## config.mk

```make
export PLATFORM = sky130hd
export DESIGN_NAME = mac_stream_driver_flat
export DESIGN_NICKNAME = d
export VERILOG_FILES = /design/src/rtl/mac_stream_driver_if.sv /design/src/rtl/mac_stream_driver.sv /design/src/flat_wrapper.sv
export SDC_FILE = /design/constraint.sdc
export NUM_CORES = 1
export LEC_CHECK = 0
export CAP_MARGIN = 10
export CORE_AREA = 2 2 87 110
export DETAILED_ROUTE_END_ITERATION = 16
export DIE_AREA = 0 0 89 112
export PLACE_DENSITY = 0.77
export SLEW_MARGIN = 40
export SYNTH_ARGS = -nofsm -noshare
export SYNTH_HDL_FRONTEND = slang
export SYNTH_SLANG_ARGS = --single-unit
```

## constraint.sdc

```tcl
create_clock -name clk -period 2.6 [get_ports clk]
set_clock_uncertainty 0.15 [all_clocks]
set_input_delay 0.65 -clock clk [delete_from_list [all_inputs] [get_ports clk]]
set_output_delay 0.65 -clock clk [all_outputs]
set_load 0.005 [all_outputs]
```

## src/rtl/mac_stream_driver_if.sv

```systemverilog
// Signal bundle between the MAC stream driver, its upstream/downstream streams and the MAC.
// The master modport is the driver's view; slave is the view of everything around it.
interface mac_stream_driver_if #(
    parameter int AW = 14,
    parameter int FW = 28,
    parameter int CW = 16
);
    logic          in_valid;
    logic          in_ready;
    logic [AW-1:0] in_a;
    logic [AW-1:0] in_b;

    logic          mac_reset;
    logic [AW-1:0] mac_a;
    logic [AW-1:0] mac_b;
    logic          mac_valid_in;
    logic [FW-1:0] mac_f;
    logic          mac_valid_out;

    logic          out_valid;
    logic          out_ready;
    logic [FW-1:0] out_data;
    logic [CW-1:0] out_count;

    modport master (
        input  in_valid, in_a, in_b, mac_f, mac_valid_out, out_ready,
        output in_ready, mac_reset, mac_a, mac_b, mac_valid_in,
               out_valid, out_data, out_count
    );

    modport slave (
        output in_valid, in_a, in_b, mac_f, mac_valid_out, out_ready,
        input  in_ready, mac_reset, mac_a, mac_b, mac_valid_in,
               out_valid, out_data, out_count
    );
endinterface

```

## src/rtl/mac_stream_driver.sv

```systemverilog
// Feeds N operand pairs into the 14x14 signed MAC, waits for its N responses,
// hands the dot product downstream and clears the MAC before the next vector.
module mac_stream_driver #(
    parameter int N  = 4,
    parameter int AW = 14,
    parameter int FW = 28,
    parameter int CW = 16
) (
    input  logic                clk,
    input  logic                reset,
    mac_stream_driver_if.master bus
);
    typedef enum logic [1:0] {CLEAR, STREAM, DRAIN, HOLD} state_t;

    localparam logic [CW-1:0] LAST_IDX = CW'(N - 1);

    state_t        state_reg;
    logic [CW-1:0] issue_cnt_reg;
    logic [CW-1:0] resp_cnt_reg;
    logic [CW-1:0] out_count_reg;
    logic [FW-1:0] out_data_reg;
    logic          out_valid_reg;

    logic          in_ready;
    logic          accept;
    logic          last_resp;
    logic [AW-1:0] mac_a_gated;
    logic [AW-1:0] mac_b_gated;

    assign in_ready  = (state_reg == STREAM);
    assign accept    = bus.in_valid & in_ready;
    assign last_resp = bus.mac_valid_out & (resp_cnt_reg == LAST_IDX);

    // Operands are forced to zero whenever no pair is handed to the MAC.
    generate
        for (genvar gi = 0; gi < AW; gi++) begin : g_operand_gate
            assign mac_a_gated[gi] = bus.in_a[gi] & accept;
            assign mac_b_gated[gi] = bus.in_b[gi] & accept;
        end
    endgenerate

    assign bus.in_ready     = in_ready;
    assign bus.mac_valid_in = accept;
    assign bus.mac_a        = mac_a_gated;
    assign bus.mac_b        = mac_b_gated;
    assign bus.mac_reset    = reset | (state_reg == CLEAR);
    assign bus.out_valid    = out_valid_reg;
    assign bus.out_data     = out_data_reg;
    assign bus.out_count    = out_count_reg;

    always_ff @(posedge clk) begin
        if (reset) begin
            state_reg     <= CLEAR;
            issue_cnt_reg <= '0;
            resp_cnt_reg  <= '0;
            out_valid_reg <= 1'b0;
            out_data_reg  <= '0;
            out_count_reg <= '0;
        end else begin
            case (state_reg)
                CLEAR: begin
                    issue_cnt_reg <= '0;
                    resp_cnt_reg  <= '0;
                    state_reg     <= STREAM;
                end
                STREAM: begin
                    if (accept) begin
                        issue_cnt_reg <= issue_cnt_reg + CW'(1);
                        if (issue_cnt_reg == LAST_IDX) begin
                            state_reg <= DRAIN;
                        end
                    end
                    // Early responses arrive while later pairs are still streaming in.
                    if (bus.mac_valid_out) begin
                        resp_cnt_reg <= resp_cnt_reg + CW'(1);
                    end
                end
                DRAIN: begin
                    if (bus.mac_valid_out) begin
                        resp_cnt_reg <= resp_cnt_reg + CW'(1);
                    end
                    if (last_resp) begin
                        out_data_reg  <= bus.mac_f;
                        out_valid_reg <= 1'b1;
                        state_reg     <= HOLD;
                    end
                end
                HOLD: begin
                    if (bus.out_ready) begin
                        out_valid_reg <= 1'b0;
                        out_count_reg <= out_count_reg + CW'(1);
                        state_reg     <= CLEAR;
                    end
                end
                default: state_reg <= CLEAR;
            endcase
        end
    end
endmodule
```

## src/flat_wrapper.sv

```systemverilog
// flat-port wrapper written by rule: the top's interface ports become plain ports
module mac_stream_driver_flat 
#(
    parameter int N  = 4,
    parameter int AW = 14,
    parameter int FW = 28,
    parameter int CW = 16
)
  (clk, reset, bus_in_valid, bus_in_a, bus_in_b, bus_mac_f, bus_mac_valid_out, bus_out_ready, bus_in_ready, bus_mac_reset, bus_mac_a, bus_mac_b, bus_mac_valid_in, bus_out_valid, bus_out_data, bus_out_count);
  mac_stream_driver_if #(.AW(AW), .FW(FW), .CW(CW)) bus_i ();
  input  logic clk;
  input  logic reset;
  input wire logic [$bits(bus_i.in_valid)-1:0] bus_in_valid;
  input wire logic [$bits(bus_i.in_a)-1:0] bus_in_a;
  input wire logic [$bits(bus_i.in_b)-1:0] bus_in_b;
  input wire logic [$bits(bus_i.mac_f)-1:0] bus_mac_f;
  input wire logic [$bits(bus_i.mac_valid_out)-1:0] bus_mac_valid_out;
  input wire logic [$bits(bus_i.out_ready)-1:0] bus_out_ready;
  output wire logic [$bits(bus_i.in_ready)-1:0] bus_in_ready;
  output wire logic [$bits(bus_i.mac_reset)-1:0] bus_mac_reset;
  output wire logic [$bits(bus_i.mac_a)-1:0] bus_mac_a;
  output wire logic [$bits(bus_i.mac_b)-1:0] bus_mac_b;
  output wire logic [$bits(bus_i.mac_valid_in)-1:0] bus_mac_valid_in;
  output wire logic [$bits(bus_i.out_valid)-1:0] bus_out_valid;
  output wire logic [$bits(bus_i.out_data)-1:0] bus_out_data;
  output wire logic [$bits(bus_i.out_count)-1:0] bus_out_count;
  assign bus_i.in_valid = bus_in_valid;
  assign bus_i.in_a = bus_in_a;
  assign bus_i.in_b = bus_in_b;
  assign bus_i.mac_f = bus_mac_f;
  assign bus_i.mac_valid_out = bus_mac_valid_out;
  assign bus_i.out_ready = bus_out_ready;
  assign bus_in_ready = bus_i.in_ready;
  assign bus_mac_reset = bus_i.mac_reset;
  assign bus_mac_a = bus_i.mac_a;
  assign bus_mac_b = bus_i.mac_b;
  assign bus_mac_valid_in = bus_i.mac_valid_in;
  assign bus_out_valid = bus_i.out_valid;
  assign bus_out_data = bus_i.out_data;
  assign bus_out_count = bus_i.out_count;
  mac_stream_driver #(.N(N), .AW(AW), .FW(FW), .CW(CW)) u_core (.clk(clk), .reset(reset), .bus(bus_i));
endmodule
```

==> key figures <==
Floorplanning
  – Starting Density: between 40% and 50%
  – Core ar.: around 9000 sq um
  – Die width: between 80 and 90 um
  – Row count: 39
  – Die Y: between 100 and 150 um
  – Die Area: 9970 sq um
  – IO Pins: 137

Logic synthesis
  – Synth warnings: 0
  – Largest family of logic cells by synthesized area: simple AND/OR/NAND/NOR gates
  – Post-Synth Adder-Cell Area: 2.29%
  – Compound-Gate Fraction of Synth Area: 17.6%
  – Post-synthesis sequential area ratio: between 40% and 50%
  – Dominant cell type by area after synthesis: dfxtp_1
  – Post-synth top area share: between 40 and 50%
  – Synth cell count leaders: dfxtp_1 (79), a21oi_1 (52), nand3_1 (42)
  – Most common cell in the netlist: dfxtp_1
  – Number of flops mapped to enable cells by yosys: 0
  – Synth area leaders: dfxtp_1 (41%), a21oi_1 (6.8%), and3_1 (5.9%)
  – Mux share of post-synthesis cell area: 1.96%
  – Main synth FF type: dfxtp_1
  – XOR/XNOR Fraction of Synth Area: under 10%
  – Yosys reg bits: between 70 and 80
  – Async S/R FF share, synth: 0%
  – Cell Area, Synth: about 3800 sq um
  – Avg Cell Area, Syn: between 8 and 9 sq um
  – Mapped Nets: 532
  – Post-Synthesis Cells: roughly 460
  – Synth unique cells: 44
  – Synth Area in Simple Gates: between 20% and 30%

Routing
  – Uppermost layer routed: met4
  – Drt via density: around 5.5
  – Drt total wl: about 11 mm
  – WL/cell: ~15 um
  – Iter 0 DRT Violations: roughly 200
  – Vias after detailed routing: between 4,000 and 5,000
  – Remaining DRCs: 0
  – DR WL met3: 354 um
  – WL met1: 4.71 mm
  – Detailed-router iteration count before antenna repair: 5
  – Wire length on met2: ~6 mm
  – Final ANT Viol Nets: 0

Global route
  – Initial antenna violation count: 0
  – Gr usage total: approximately 23%
  – Congestion Overflow GR: 0
  – First-pass GRT wire length: approximately 18 mm
  – Largest net degree at the start of global routing: 73
  – Vias in the first global route: approximately 4,000

Final layout
  – ANT cells: 0
  – Seq. cell area: around 1600 sq um
  – Area of the multi-input gates: around 2100 sq um
  – Area growth, synth to finish: 51.6%
  – Post-route cell area: 5800 sq um
  – Share of layout cells above drive strength 1: between 9 and 10%
  – NumNets Final: between 600 and 700
  – Max reg flops: 28
  – # fillers: between 700 and 800

Clock network
  – Worst-case clock buffer depth: 2
  – Sink Count: slightly below 80
  – Hold_buf cts: 0
  – Clock Latency Late Sink: 0.33 ns
  – Root buffer cell: clkbuf_16
  – Reg clk slew, reported paths: about 0.06 ns
  – CTS tree: yes
  – CTS H-tree depth: 3
  – CTS buffer count: 9

Timing
  – Slew Limit Fails: 0
  – Final Hold Vio Count: 0
  – RSZ-0062 raised after global routing: no
  – Max_slew headroom: between 40 and 50%
  – Tightest Pin Transition: between 0.7 and 0.8 ns
  – Final period util: just under 100%
  – Final setup viols: 0
  – Max Clock Freq: about 0.39 GHz
  – PnR worst setup slack: 0.0131 ns
  – Min Tclk post-route: 2.59 ns

Power and ir drop
  – VDD IR max: 433 uV
  – PD cells: about 600 nW/um^2
  – Leak: about 2.1 nW

Place
  – Placed Instance Area: about 5400 sq um
  – Hpwl dp: around 7.7 mm
  – IO buf count: roughly 140
  – Dpl ws: -0.209 ns
  – GPL Wtd Cong: just under 0.9

Critical path
  – Worst path arrival time: 1.79 ns
  – Type of origin of the critical path: input pin
  – Critical path class: input pin to output port
  – CP Capture Type: output port
  – Critical Path Fanout Max: 1
  – Critical Path RT: about 1.8 ns

Worst hold path
  – Min-delay worst type: flop to flop

Flow run
  – Max cap viols: 0

Run status
  – Status: complete, no violations
## cells in the final DEF, fill, tap and decap left out, types with 3 or more instances in the layout
cell type        Yosys  layout
dlymetal6s2s_1       0       6
nand2_1             24      24
a31oi_1              3       3
o21ai_0             34      34
nand3_1             42      42
buf_12               0       3
xnor2_1              6       6
clkbuf_16            0       9
and2_1               3       3
and4_1               4       4
or4_1                8       8
nor2_1              27      27
o211ai_1             4       4
buf_4                0      18
inv_1                7       6
or3_1               10      10
a21oi_1             52      52
ha_1                 7       6
o311ai_0             4       4
nor4b_1              6       6
clkdlybuf4s50_1      0     128
xor2_1              11      11
o31ai_1              7       7
nand4_1             13      13
mux2i_1              3       3
and3_1              36      36
mux2_2               4       4
dfxtp_1             79      77
nand2b_1             6       6
nor4_1               7       7
nor3_1               3       3
## critical path: stages
cell,delay (ns)
clkdlybuf4s50_1,0.46
and3_1,0.16
clkdlybuf4s50_1,0.52
## cell type report
type                    instances  area share (%)
clock buffers                   9            3.88
clock inverters                 7            1.38
inverters                       7           0.453
multi-input cells             347            36.3
flip-flops and latches         79            27.3
well taps                     123            2.65
repair buffers                159            28.0
## path summary, 6_finish.rpt
| check | depth (start not counted) | to | slack (ns) | start |
|---|---|---|---|---|
| worst max-delay path | 3 | bus_mac_b[8] | 0.01 | bus_in_b[8] |
| worst min-delay path | 2 | u_core.bus.out_data[26] | 0.32 | u_core.bus.out_data[26] |
| worst max register to register | 5 | u_core.state_reg[0] | 0.37 | u_core.resp_cnt_reg[0] |
| worst min register to register | 2 | u_core.bus.out_data[26] | 0.32 | u_core.bus.out_data[26] |
## layer usage
| layer | GRT usage (%) | vias up |
|---|---|---|
| met2 | 40.5 | 93 |
| li1 | - | 2002 |
| met3 | 2.97 | 19 |
| met4 | 7.76 | 0 |
| met1 | 27.5 | 1935 |
| met5 | 0 | - |
## where the power goes
part / internal (mW) / switching [mW]
registers: 1.24 / 0.0289
clock network: 0.753 / 0.520
logic: 0.475 / 0.491
total: 2.46 / 1.04
## stage by stage
step	cells	util (%)	total power, mW	hold WS (ns)	setup TNS (ns)
after floorplan	464	-	1.73	0.300	0
after global placement	713	60.2	2.15	0.310	-4.77
after detailed placement	713	60.2	2.17	0.317	-5.76
after CTS	731	64.4	3.53	0.326	0
after global routing	731	64.6	3.67	0.354	0
final	731	64.6	3.50	0.325	0
## what timing repair did
action                     in CTS  in global routing
resized for setup              10                  6
cloned                          2                  0
setup buffers                   0                  0
setup endpoints to repair      29                  6
## logic make-up after synthesis
family	after synthesis
and+or+nand+nor	199
adders and majority gates	7
AOI/OAI and AO/OA	117
muxes	7
xor gates and xnor gates	17
DFF	79
buffers and inverters	38
Note: power is estimated with default switching activity, not from simulation.
